**src/rtl/spi_cmd_pkg.sv**
```systemverilog
// spi_cmd_pkg: shared types and constants for the SPI command decoder.
//   opcode_t : the four legal command opcodes held in bits [7:5] of the first byte
//   state_t  : decoder FSM states
package spi_cmd_pkg;

  localparam int OPCODE_MSB = 7;
  localparam int OPCODE_LSB = 5;

  typedef enum logic [2:0] {
    OP_WRITE_AT   = 3'b100,
    OP_READ_AT    = 3'b101,
    OP_WRITE_NEXT = 3'b110,
    OP_READ_NEXT  = 3'b111
  } opcode_t;

  typedef enum logic [2:0] {
    IDLE,
    ADDR_HI,
    ADDR_LO,
    DATA,
    ISSUE,
    WAIT,
    DONE
  } state_t;

endpackage

```
**src/rtl/spi_cmd_if.sv**
```systemverilog
// spi_cmd_if: single-byte request bus between the command decoder and the
// system bus arbiter.
//   bus_addr, bus_wr_data, bus_rw_n (1=read), bus_strobe : request, master -> slave
//   bus_done, bus_rd_data                                : completion, slave -> master
interface spi_cmd_if #(
  parameter int ADDR_WIDTH = 17
);
  logic [ADDR_WIDTH-1:0] bus_addr;
  logic [7:0]            bus_wr_data;
  logic                  bus_rw_n;
  logic                  bus_strobe;
  logic                  bus_done;
  logic [7:0]            bus_rd_data;

  modport master (
    output bus_addr, bus_wr_data, bus_rw_n, bus_strobe,
    input  bus_done, bus_rd_data
  );

  modport slave (
    input  bus_addr, bus_wr_data, bus_rw_n, bus_strobe,
    output bus_done, bus_rd_data
  );
endinterface

```
**src/rtl/spi_cmd_sync2.sv**
```systemverilog
// sync2: N-flop synchronizer bringing an asynchronous level into clk_sys.
//   clk_sys, reset : system clock, synchronous active-high reset
//   d              : asynchronous input
//   q              : synchronized output (N cycles of latency); N must be >= 2
module sync2 #(
  parameter int   N         = 2,
  parameter logic RESET_VAL = 1'b0
) (
  input  logic clk_sys,
  input  logic reset,
  input  logic d,
  output logic q
);

  logic [N-1:0] ff;

  // NOTE: sequential state uses non-blocking assignments so every flop samples
  // the pre-edge value of its neighbour; blocking here would collapse the chain.
  always_ff @(posedge clk_sys) begin
    if (reset) ff <= {N{RESET_VAL}};
    else       ff <= {ff[N-2:0], d};
  end

  assign q = ff[N-1];

endmodule

```
**src/rtl/spi_cmd.sv**
```systemverilog
// spi_cmd: parses 1-4 byte SPI commands arriving from the SCLK-domain byte
// receiver and issues single-byte read/write requests to the bus arbiter.
//   clk_sys, reset      : system clock (>= 8x SCLK), synchronous active-high reset
//   spi_cs_n, spi_valid : asynchronous chip select / byte-valid (synchronized here)
//   spi_rx              : received byte, stable while spi_valid is high
//   spi_tx              : last read result, shifted back out by the receiver
//   busy                : high from bus_strobe until bus_done
//   cmd_error           : sticky illegal-opcode flag, cleared on CS falling edge
//   bus                 : request bus to the arbiter (master side)
module spi_cmd
  import spi_cmd_pkg::*;
#(
  parameter int ADDR_WIDTH  = 17,
  parameter int SYNC_STAGES = 2
) (
  input  logic       clk_sys,
  input  logic       reset,
  input  logic       spi_cs_n,
  input  logic       spi_valid,
  input  logic [7:0] spi_rx,
  output logic [7:0] spi_tx,
  output logic       busy,
  output logic       cmd_error,
  spi_cmd_if.master  bus
);

  logic cs_s, valid_s, cs_prev, valid_prev;
  logic cs_fall, cs_rise, byte_evt;

  // CS idles high, so its synchronizer resets high to avoid a false frame start.
  sync2 #(.N(SYNC_STAGES), .RESET_VAL(1'b1)) u_sync_cs (
    .clk_sys(clk_sys), .reset(reset), .d(spi_cs_n), .q(cs_s)
  );
  sync2 #(.N(SYNC_STAGES), .RESET_VAL(1'b0)) u_sync_valid (
    .clk_sys(clk_sys), .reset(reset), .d(spi_valid), .q(valid_s)
  );

  assign cs_fall  = cs_prev & ~cs_s;
  assign cs_rise  = ~cs_prev & cs_s;
  assign byte_evt = valid_s & ~valid_prev;

  // Byte is captured on byte_evt and decoded one cycle later from rx_q.
  logic [7:0] rx_q;
  logic       byte_rdy;

  state_t                state, state_n;
  logic                  is_read, is_read_n;
  logic                  go_idle, go_idle_n;     // CS edge seen during a bus cycle
  logic [ADDR_WIDTH-1:0] addr_stage, addr_stage_n;
  logic [7:0]            data_stage, data_stage_n;
  logic [7:0]            spi_tx_n;
  logic                  busy_n, cmd_error_n, issue;

  // NOTE: every signal written here gets a default first, so no path through
  // the case leaves one unassigned and no latch is inferred.
  always_comb begin
    state_n      = state;
    is_read_n    = is_read;
    go_idle_n    = go_idle;
    addr_stage_n = addr_stage;
    data_stage_n = data_stage;
    spi_tx_n     = spi_tx;
    busy_n       = busy;
    cmd_error_n  = cmd_error;

    case (state)
      IDLE: if (byte_rdy) begin
        if (!rx_q[OPCODE_MSB]) begin
          cmd_error_n = 1'b1;
          state_n     = DONE;
        end else begin
          case (opcode_t'(rx_q[OPCODE_MSB:OPCODE_LSB]))
            OP_WRITE_AT, OP_READ_AT: begin
              is_read_n        = rx_q[OPCODE_LSB];
              addr_stage_n[16] = rx_q[0];
              state_n          = ADDR_HI;
            end
            OP_WRITE_NEXT: begin
              is_read_n    = 1'b0;
              addr_stage_n = bus.bus_addr + ADDR_WIDTH'(1);
              state_n      = DATA;
            end
            default: begin // OP_READ_NEXT
              is_read_n    = 1'b1;
              addr_stage_n = bus.bus_addr + ADDR_WIDTH'(1);
              state_n      = ISSUE;
            end
          endcase
        end
      end
      ADDR_HI: if (byte_rdy) begin
        addr_stage_n[15:8] = rx_q;
        state_n            = ADDR_LO;
      end
      ADDR_LO: if (byte_rdy) begin
        addr_stage_n[7:0] = rx_q;
        state_n           = is_read ? ISSUE : DATA;
      end
      DATA: if (byte_rdy) begin
        data_stage_n = rx_q;
        state_n      = ISSUE;
      end
      ISSUE: state_n = WAIT;
      WAIT: if (bus.bus_done) begin
        busy_n    = 1'b0;
        if (is_read) spi_tx_n = bus.bus_rd_data;
        state_n   = (go_idle || cs_fall || cs_rise) ? IDLE : DONE;
        go_idle_n = 1'b0;
      end
      default: ; // DONE: bytes ignored until the next frame
    endcase

    // CS edges: a bus cycle in flight always completes; otherwise a falling
    // edge restarts parsing and a rising edge drops any partial command.
    if (state == ISSUE || (state == WAIT && !bus.bus_done)) begin
      if (cs_fall || cs_rise) go_idle_n = 1'b1;
    end else if (cs_fall) begin
      state_n = IDLE;
    end else if (cs_rise && state inside {ADDR_HI, ADDR_LO, DATA}) begin
      state_n = IDLE;
    end
    if (cs_fall) cmd_error_n = 1'b0;

    issue = (state_n == ISSUE);
    if (issue) busy_n = 1'b1;
  end

  always_ff @(posedge clk_sys) begin
    if (reset) begin
      cs_prev         <= 1'b1;
      valid_prev      <= 1'b0;
      rx_q            <= '0;
      byte_rdy        <= 1'b0;
      state           <= IDLE;
      is_read         <= 1'b0;
      go_idle         <= 1'b0;
      addr_stage      <= '0;
      data_stage      <= '0;
      spi_tx          <= '0;
      busy            <= 1'b0;
      cmd_error       <= 1'b0;
      bus.bus_addr    <= '0;
      bus.bus_wr_data <= '0;
      bus.bus_rw_n    <= 1'b1;
      bus.bus_strobe  <= 1'b0;
    end else begin
      cs_prev    <= cs_s;
      valid_prev <= valid_s;
      if (byte_evt) rx_q <= spi_rx;
      byte_rdy   <= byte_evt;
      state      <= state_n;
      is_read    <= is_read_n;
      go_idle    <= go_idle_n;
      addr_stage <= addr_stage_n;
      data_stage <= data_stage_n;
      spi_tx     <= spi_tx_n;
      busy       <= busy_n;
      cmd_error  <= cmd_error_n;
      // Request fields are loaded only on entry to ISSUE and then held through WAIT.
      bus.bus_strobe <= issue;
      if (issue) begin
        bus.bus_addr    <= addr_stage_n;
        bus.bus_wr_data <= data_stage_n;
        bus.bus_rw_n    <= is_read_n;
      end
    end
  end

endmodule

```
**src/flat_wrapper.sv**
```systemverilog
// flat-port wrapper written by rule: the top's interface ports become plain ports
module spi_cmd_flat import spi_cmd_pkg::*;
#(
  parameter int ADDR_WIDTH  = 17,
  parameter int SYNC_STAGES = 2
)
  (clk_sys, reset, spi_cs_n, spi_valid, spi_rx, spi_tx, busy, cmd_error, bus_bus_addr, bus_bus_wr_data, bus_bus_rw_n, bus_bus_strobe, bus_bus_done, bus_bus_rd_data);
  spi_cmd_if #(.ADDR_WIDTH(ADDR_WIDTH)) bus_i ();
  input  logic clk_sys;
  input  logic reset;
  input  logic spi_cs_n;
  input  logic spi_valid;
  input  logic [7:0] spi_rx;
  output logic [7:0] spi_tx;
  output logic busy;
  output logic cmd_error;
  output wire logic [$bits(bus_i.bus_addr)-1:0] bus_bus_addr;
  output wire logic [$bits(bus_i.bus_wr_data)-1:0] bus_bus_wr_data;
  output wire logic [$bits(bus_i.bus_rw_n)-1:0] bus_bus_rw_n;
  output wire logic [$bits(bus_i.bus_strobe)-1:0] bus_bus_strobe;
  input wire logic [$bits(bus_i.bus_done)-1:0] bus_bus_done;
  input wire logic [$bits(bus_i.bus_rd_data)-1:0] bus_bus_rd_data;
  assign bus_bus_addr = bus_i.bus_addr;
  assign bus_bus_wr_data = bus_i.bus_wr_data;
  assign bus_bus_rw_n = bus_i.bus_rw_n;
  assign bus_bus_strobe = bus_i.bus_strobe;
  assign bus_i.bus_done = bus_bus_done;
  assign bus_i.bus_rd_data = bus_bus_rd_data;
  spi_cmd #(.ADDR_WIDTH(ADDR_WIDTH), .SYNC_STAGES(SYNC_STAGES)) u_core (.clk_sys(clk_sys), .reset(reset), .spi_cs_n(spi_cs_n), .spi_valid(spi_valid), .spi_rx(spi_rx), .spi_tx(spi_tx), .busy(busy), .cmd_error(cmd_error), .bus(bus_i));
endmodule
```
**config.mk**
```make
export PLATFORM = sky130hd
export DESIGN_NAME = spi_cmd_flat
export DESIGN_NICKNAME = d
export VERILOG_FILES = /design/src/rtl/spi_cmd_pkg.sv /design/src/rtl/spi_cmd_if.sv /design/src/rtl/spi_cmd_sync2.sv /design/src/rtl/spi_cmd.sv /design/src/flat_wrapper.sv
export SDC_FILE = /design/constraint.sdc
export NUM_CORES = 1
export LEC_CHECK = 0
export CAP_MARGIN = 20
export CELL_PAD_IN_SITES_DETAIL_PLACEMENT = 1
export CELL_PAD_IN_SITES_GLOBAL_PLACEMENT = 1
export CORE_MARGIN = 2
export CORE_UTILIZATION = 46
export CTS_BUF_LIST = sky130_fd_sc_hd__clkbuf_2
export CTS_CLUSTER_SIZE = 16
export DETAILED_ROUTE_END_ITERATION = 8
export GPL_ROUTABILITY_DRIVEN = 0
export GPL_TIMING_DRIVEN = 0
export PLACE_DENSITY = 0.95
export SYNTH_ARGS = -nofsm -noshare
export SYNTH_HDL_FRONTEND = slang
export SYNTH_HIERARCHICAL = 1
export SYNTH_SLANG_ARGS = --single-unit
```
**constraint.sdc**
```tcl
create_clock -name clk_sys -period 7.5 [get_ports clk_sys]
set_clock_uncertainty 0.1 [all_clocks]
set_input_delay 1.125 -clock clk_sys [delete_from_list [all_inputs] [get_ports clk_sys]]
set_output_delay 1.125 -clock clk_sys [all_outputs]
set_load 0.01 [all_outputs]
```
==> flow_metrics.py, run 1 <==
metrics = {
    "detailed_routing": {
        "first_pass_iters": 5,
        "drt_iter0_drc": 281,
        "vias_per_cell": 6.22,
        "drt_wl_total_mm": 13.4,
        "ant_nets": 0,
        "routedWlPerCell_um": 21.2,
        "drc_errors": 0,
        "vias": 3917,
    },
    "sta": {
        "period_share_pct": 47.6,
        "whs_ns": 0.350,
        "worst_pin_slew_ns": 0.949,
        "setup_tns_ns": 0,
        "setup_viol": 0,
        "hold_viol": 0,
        "max_freq_ghz": 0.280,
        "maxSlewHeadroom_pct": 36.3,
        "drv_slew": 0,
        "final_period_minus_worst_setup_slack_ns": 3.57,
        "rsz0062_at_grt": "no",
        "fin_ws_ns": 3.93,
    },
    "synth": {
        "syn_area_mm2": 0.00399,
        "synth_edf_count": 0,
        "synth_flop_cell": "dfxtp_1",
        "yosysWarnings": 6,
        "ys_seq_area_share_pct": 41.1,
        "synth_seq_cells": 82,
        "synthDistinctLibCells": 61,
        "synthCells": 452,
        "async_flop_share_pct": 0,
        "synth_nets": 476,
        "syn_area_per_cell_um2": 8.83,
    },
    "clock_tree": {
        "ctsLongestPathBuffers": 2,
        "ctsResizeCount": 0,
        "cts_setup_buffers": 0,
        "numCtsBuffers": 9,
        "root_buffer": "clkbuf_2",
        "path_clk_slew_ns": 0.23,
        "cts_tree": "done",
        "cts.sinks": 82,
        "h-tree-depth": 3,
        "clk_latency_ns": 0.56,
        "ctsHoldBuffers": 0,
    },
    "power_and_ir_drop": {
        "swShare_pct": 28.0,
        "clockPowerShare_pct": 31.3,
        "p_seq_share_pct": 58.4,
        "powerDensity_mw_per_mm2": 159,
        "ir_drop_mv": 0.0815,
        "power.leakage_nw": 1.66,
        "p_total_uw": 765,
        "p_int_uw": 551,
        "switchingPower_uw": 214,
        "pwr-share-comb_pct": 10.3,
    },
    "setup_path": {
        "worst-setup-path-type": "input pin to flip-flop",
        "worstSetupEndpointType": "flip-flop",
        "worstPathRequired_ns": 7.85,
        "cp-start-kind": "input pin",
        "cp_max_fo": 10,
        "cp.arrival_ns": 3.92,
    },
    "floorplanning": {
        "ioPinCount": 58,
        "start_util_pct": 48.1,
        "rows": 33,
        "fp.dieArea_mm2": 0.00944,
        "die_w_um": 97.2,
        "core-area_mm2": 0.00830,
        "die_h_um": 97.2,
    },
    "global_route": {
        "gr-usage-all-layers_pct": 28.1,
        "grt-ovfl-total": 0,
        "grt_pass1_wl_mm": 21.2,
        "grt_start_max_net_pins": 15,
        "grt_pass1_vias": 4185,
        "antenna_found_initial": 0,
    },
    "final_layout": {
        "drive_gt1_share_pct": 9.71,
        "nNetsFinal": 544,
        "fillers": 985,
        "finalCoreUtilization_pct": 58.0,
        "stdcell_count": 630,
        "layout_common_cells": "dfxtp_1, clkdlybuf4s50_1, nand2_1, nor2_1, a21oi_1",
        "n_antenna_cell": 0,
        "area_growth_pct": 20.5,
        "final_common_cell": "dfxtp_1",
        "fin_area_mm2": 0.00481,
    },
    "min_path": {
        "hold_path.class": "flip-flop to flip-flop",
    },
    "run_status": {
        "status": "finished, final reports clean",
    },
    "job": {
        "maxCapViolations": 0,
    },
    "place": {
        "dp_cells": 614,
        "hpwl_mm": 9.37,
        "post-place-ws_ns": 3.38,
        "dpl-instance-area_mm2": 0.00469,
        "port_buffers": 57,
    },
}
==> cells in the mapped netlist (all sizes together), types with 9 or more instances <==
cell	instances	area [µm²]
a21oi	29	145
buf	9	77.6
clkbuf	21	78.8
dfxtp	82	1640
inv	13	48.8
mux2	17	225
nand2	42	158
nand3	21	105
nor2	34	128
nor2b	26	163
nor3	12	60.1
nor4	9	56.3
o21ai	15	75.1
==> logic make-up (layout without fill, tap and decap cells) <==
kind of cell	after synthesis	in the layout	synth area share, %
buffers and inverters	43	116	5.14
xor gates and xnor gates	9	9	1.97
adders and majority gates	3	3	0.940
and+or+nand+nor	177	177	22.6
DFF	82	82	41.1
muxes	25	25	7.65
AOI/OAI and AO/OA	113	113	20.6
==> worst max-delay path: stages <==
cell             delay, ns
clkdlybuf4s50_1       0.54
clkbuf_1              0.46
clkbuf_1              0.49
clkbuf_1              0.64
clkbuf_1              0.54
nor2_1                0.11
==> flip-flops by register name (all words and copies together), names as in the netlist, 2 cells and up <==
| signal | cells |
|---|---|
| u_core/u_sync_valid/ff | 2 |
| u_core/data_stage | 8 |
| u_core/bus.bus_wr_data | 8 |
| u_core/state | 3 |
| u_core/addr_stage | 17 |
| u_core/u_sync_cs/ff | 2 |
| u_core/bus.bus_addr | 17 |
| u_core/rx_q | 8 |
| u_core/spi_tx | 8 |
==> worst paths after layout <==
| path | startpoint | slack [ns] | end | cells after the start |
|---|---|---|---|---|
| worst max-delay path | reset | 3.93 | u_core/addr_stage[10] | 6 |
| worst min-delay path | u_core/valid_prev | 0.35 | u_core/byte_rdy | 1 |
| worst max register to register | u_core/state[1] | 4.14 | u_core/bus.bus_addr[0] | 8 |
| worst min register to register | u_core/valid_prev | 0.35 | u_core/byte_rdy | 1 |
==> cell type report <==
type / count / area, µm² / share of cell area, %
clock buffers: 10 / 50.0 / 1.04
inverters: 13 / 48.8 / 1.01
well taps: 105 / 131 / 2.73
clock inverters: 6 / 65.1 / 1.35
multi-input cells: 327 / 2150 / 44.6
flip-flops and latches: 82 / 1640 / 34.1
repair buffers: 57 / 571 / 11.9
plain buffers: 30 / 156 / 3.25
==> power groups by stage <==
stage	Combinational (mW)	Clock, mW	Sequential, mW
after floorplan	0.0444	0	0.454
after global placement	0.0739	0	0.455
final	0.0788	0.239	0.447
after CTS	0.0776	0.244	0.447
after detailed placement	0.0767	0	0.455
after global routing	0.0831	0.263	0.448
==> routing by layer <==
| metal | vias up | GRT usage [%] | wire length [µm] |
|---|---|---|---|
| met1 | 1907 | 31.5 | 5290 |
| met3 | 55 | 7.48 | 984 |
| met4 | 0 | 14.3 | 569 |
| met2 | 186 | 48.9 | 6530 |
| li1 | 1769 | - | - |
| met5 | - | 0 | 0 |
Note: power is estimated with default switching activity, not from simulation.
==> run 2: changes to the inputs <==
CORE_UTILIZATION = 38   (was 46)
PLACE_DENSITY = 0.88   (was 0.95)
clock period = 2.9 ns   (was 7.5 ns; I/O delays follow)
==> run 2 against run 1 <==
Compared with the run above:
- clock power rose to 2.5 times the previous value
- sequential share of layout area fell by 0.53 points
- die area rose by 20%
- register-to-register slack got worse by 4.1 ns
- sequential power rose to 2.6 times the previous value
- non-clock buffer count did not move
- highest routed layer unchanged
==> flow_metrics.py, run 2 (synthesis results as in run 1) <==
metrics = {
    "final_layout": {
        "final_common_cell": "dfxtp_1",
        "drive_gt1_share_pct": 10.5,
        "n_antenna_cell": 0,
        "finalCoreUtilization_pct": 47.5,
        "area_growth_pct": 22.4,
        "layout_common_cells": "dfxtp_1, clkdlybuf4s50_1, nand2_1, nor2_1, a21oi_1",
        "fillers": 1231,
        "nNetsFinal": 544,
        "reg_top3": "u_core/addr_stage (17), u_core/bus.bus_addr (17)",
    },
    "sta": {
        "drv_slew": 0,
        "rsz0062_at_grt": "no",
        "setup_viol": 0,
        "worst_pin_slew_ns": 0.846,
        "final_period_minus_worst_setup_slack_ns": 2.82,
        "period_share_pct": 97.2,
        "hold_viol": 0,
        "maxSlewHeadroom_pct": 43.1,
        "max_freq_ghz": 0.355,
    },
    "setup_path": {
        "cp-start-kind": "flip-flop",
        "worstSetupEndpointType": "flip-flop",
        "ff2ff_path_depth": 8,
        "worstPathRequired_ns": 3.24,
        "cp.arrival_ns": 3.16,
        "cp_max_fo": 10,
        "worst-setup-path-type": "flip-flop to flip-flop",
    },
    "global_route": {
        "gr-usage-all-layers_pct": 23.0,
        "grt_pass1_vias": 3881,
        "grt_pass1_wl_mm": 20.2,
        "grt_start_max_net_pins": 15,
        "antenna_found_initial": 0,
        "grt-ovfl-total": 0,
    },
    "clock_tree": {
        "clk_latency_ns": 0.54,
        "root_buffer": "clkbuf_2",
        "path_clk_slew_ns": 0.22,
        "ctsHoldBuffers": 0,
        "numCtsBuffers": 9,
        "cts_tree": "done",
        "ctsLongestPathBuffers": 2,
        "ctsResizeCount": 2,
        "cts.sinks": 82,
        "cts_setup_buffers": 0,
        "h-tree-depth": 3,
    },
    "floorplanning": {
        "core-area_mm2": 0.0103,
        "ioPinCount": 58,
        "fp.dieArea_mm2": 0.0113,
        "rows": 37,
        "die_h_um": 107,
        "start_util_pct": 38.8,
        "die_w_um": 107,
    },
    "place": {
        "hpwl_mm": 9.17,
        "port_buffers": 57,
    },
    "power_and_ir_drop": {
        "p_total_mw": 1.98,
        "ir_drop_mv": 0.270,
        "powerDensity_mw_per_mm2": 404,
        "power.leakage_nw": 1.68,
    },
    "detailed_routing": {
        "first_pass_iters": 5,
        "drt_wl_total_mm": 12.9,
        "ant_nets": 0,
        "vias_per_cell": 5.82,
        "routedWlPerCell_um": 19.4,
        "drt_iter0_drc": 414,
        "vias": 3846,
        "drc_errors": 0,
    },
    "min_path": {
        "hold_path.class": "flip-flop to flip-flop",
        "hold_depth": 1,
    },
    "run_status": {
        "status": "finished, final reports clean",
    },
    "job": {
        "maxCapViolations": 0,
    },
}
[run 2: cell count changes in the layout (fill, tap and decap cells not counted), sizes merged]
cell / change
clkinvlp: -1
inv: -1
clkinv: +3
clkbuf: -1
[run 2: cell type report]
type | instances | area, µm² | share of cell area [%]
multi-input combinational | 327 | 2180 | 44.6
sequential | 82 | 1640 | 33.6
timing repair buffer | 57 | 571 | 11.7
tap | 136 | 170 | 3.48
buffer | 30 | 159 | 3.25
clock inverter | 7 | 70.1 | 1.43
inverter | 13 | 48.8 | 0.999
clock buffer | 9 | 45.0 | 0.922
[run 2: worst paths after layout]
path / endpoint / slack (ns) / start
setup / recovery: u_core/bus.bus_wr_data[4] / 0.08 / u_core/state[1]
hold / removal: u_core/u_sync_cs/ff[1] / 0.34 / u_core/u_sync_cs/ff[0]
setup reg to reg: u_core/bus.bus_wr_data[4] / 0.08 / u_core/state[1]
hold reg to reg: u_core/u_sync_cs/ff[1] / 0.34 / u_core/u_sync_cs/ff[0]
[run 2: metrics by stage]
stage	setup WS [ns]	cell area (µm²)	TNS (ns)	hold slack [ns]	instances
6_report	0.0826	4890	0	0.337	661
2_1_floorplan	0.497	3990	0	0.283	452
4_1_cts	0.0583	4860	0	0.282	661
3_5_place_dp	-0.547	4730	-16.76	0.295	645
3_3_place_gp	-0.484	4730	-13.49	0.286	645
5_1_grt	0.0154	4890	0	0.271	661
[run 2: power breakdown]
| part | internal [mW] | switching (mW) |
|---|---|---|
| sequential | 1.14 | 0.0113 |
| clock | 0.196 | 0.413 |
| combinational | 0.0838 | 0.128 |
| total | 1.42 | 0.553 |
[run 2: metal layers]
layer	global-route usage [%]	share of wire, %
met3	4.54	6.4
met5	0	0
met2	38.6	48
met1	28.8	43
met4	9.46	2.2
[run 2: worst max-delay path: stages (launching register included)]
cell and delay (ns):
dfxtp_1 0.35, clkbuf_1 0.22, or4b_4 0.58, a31oi_2 0.21, o2bb2ai_2 0.20, or3_1 0.41, buf_6 0.18, buf_12 0.16
mux2_4 0.31
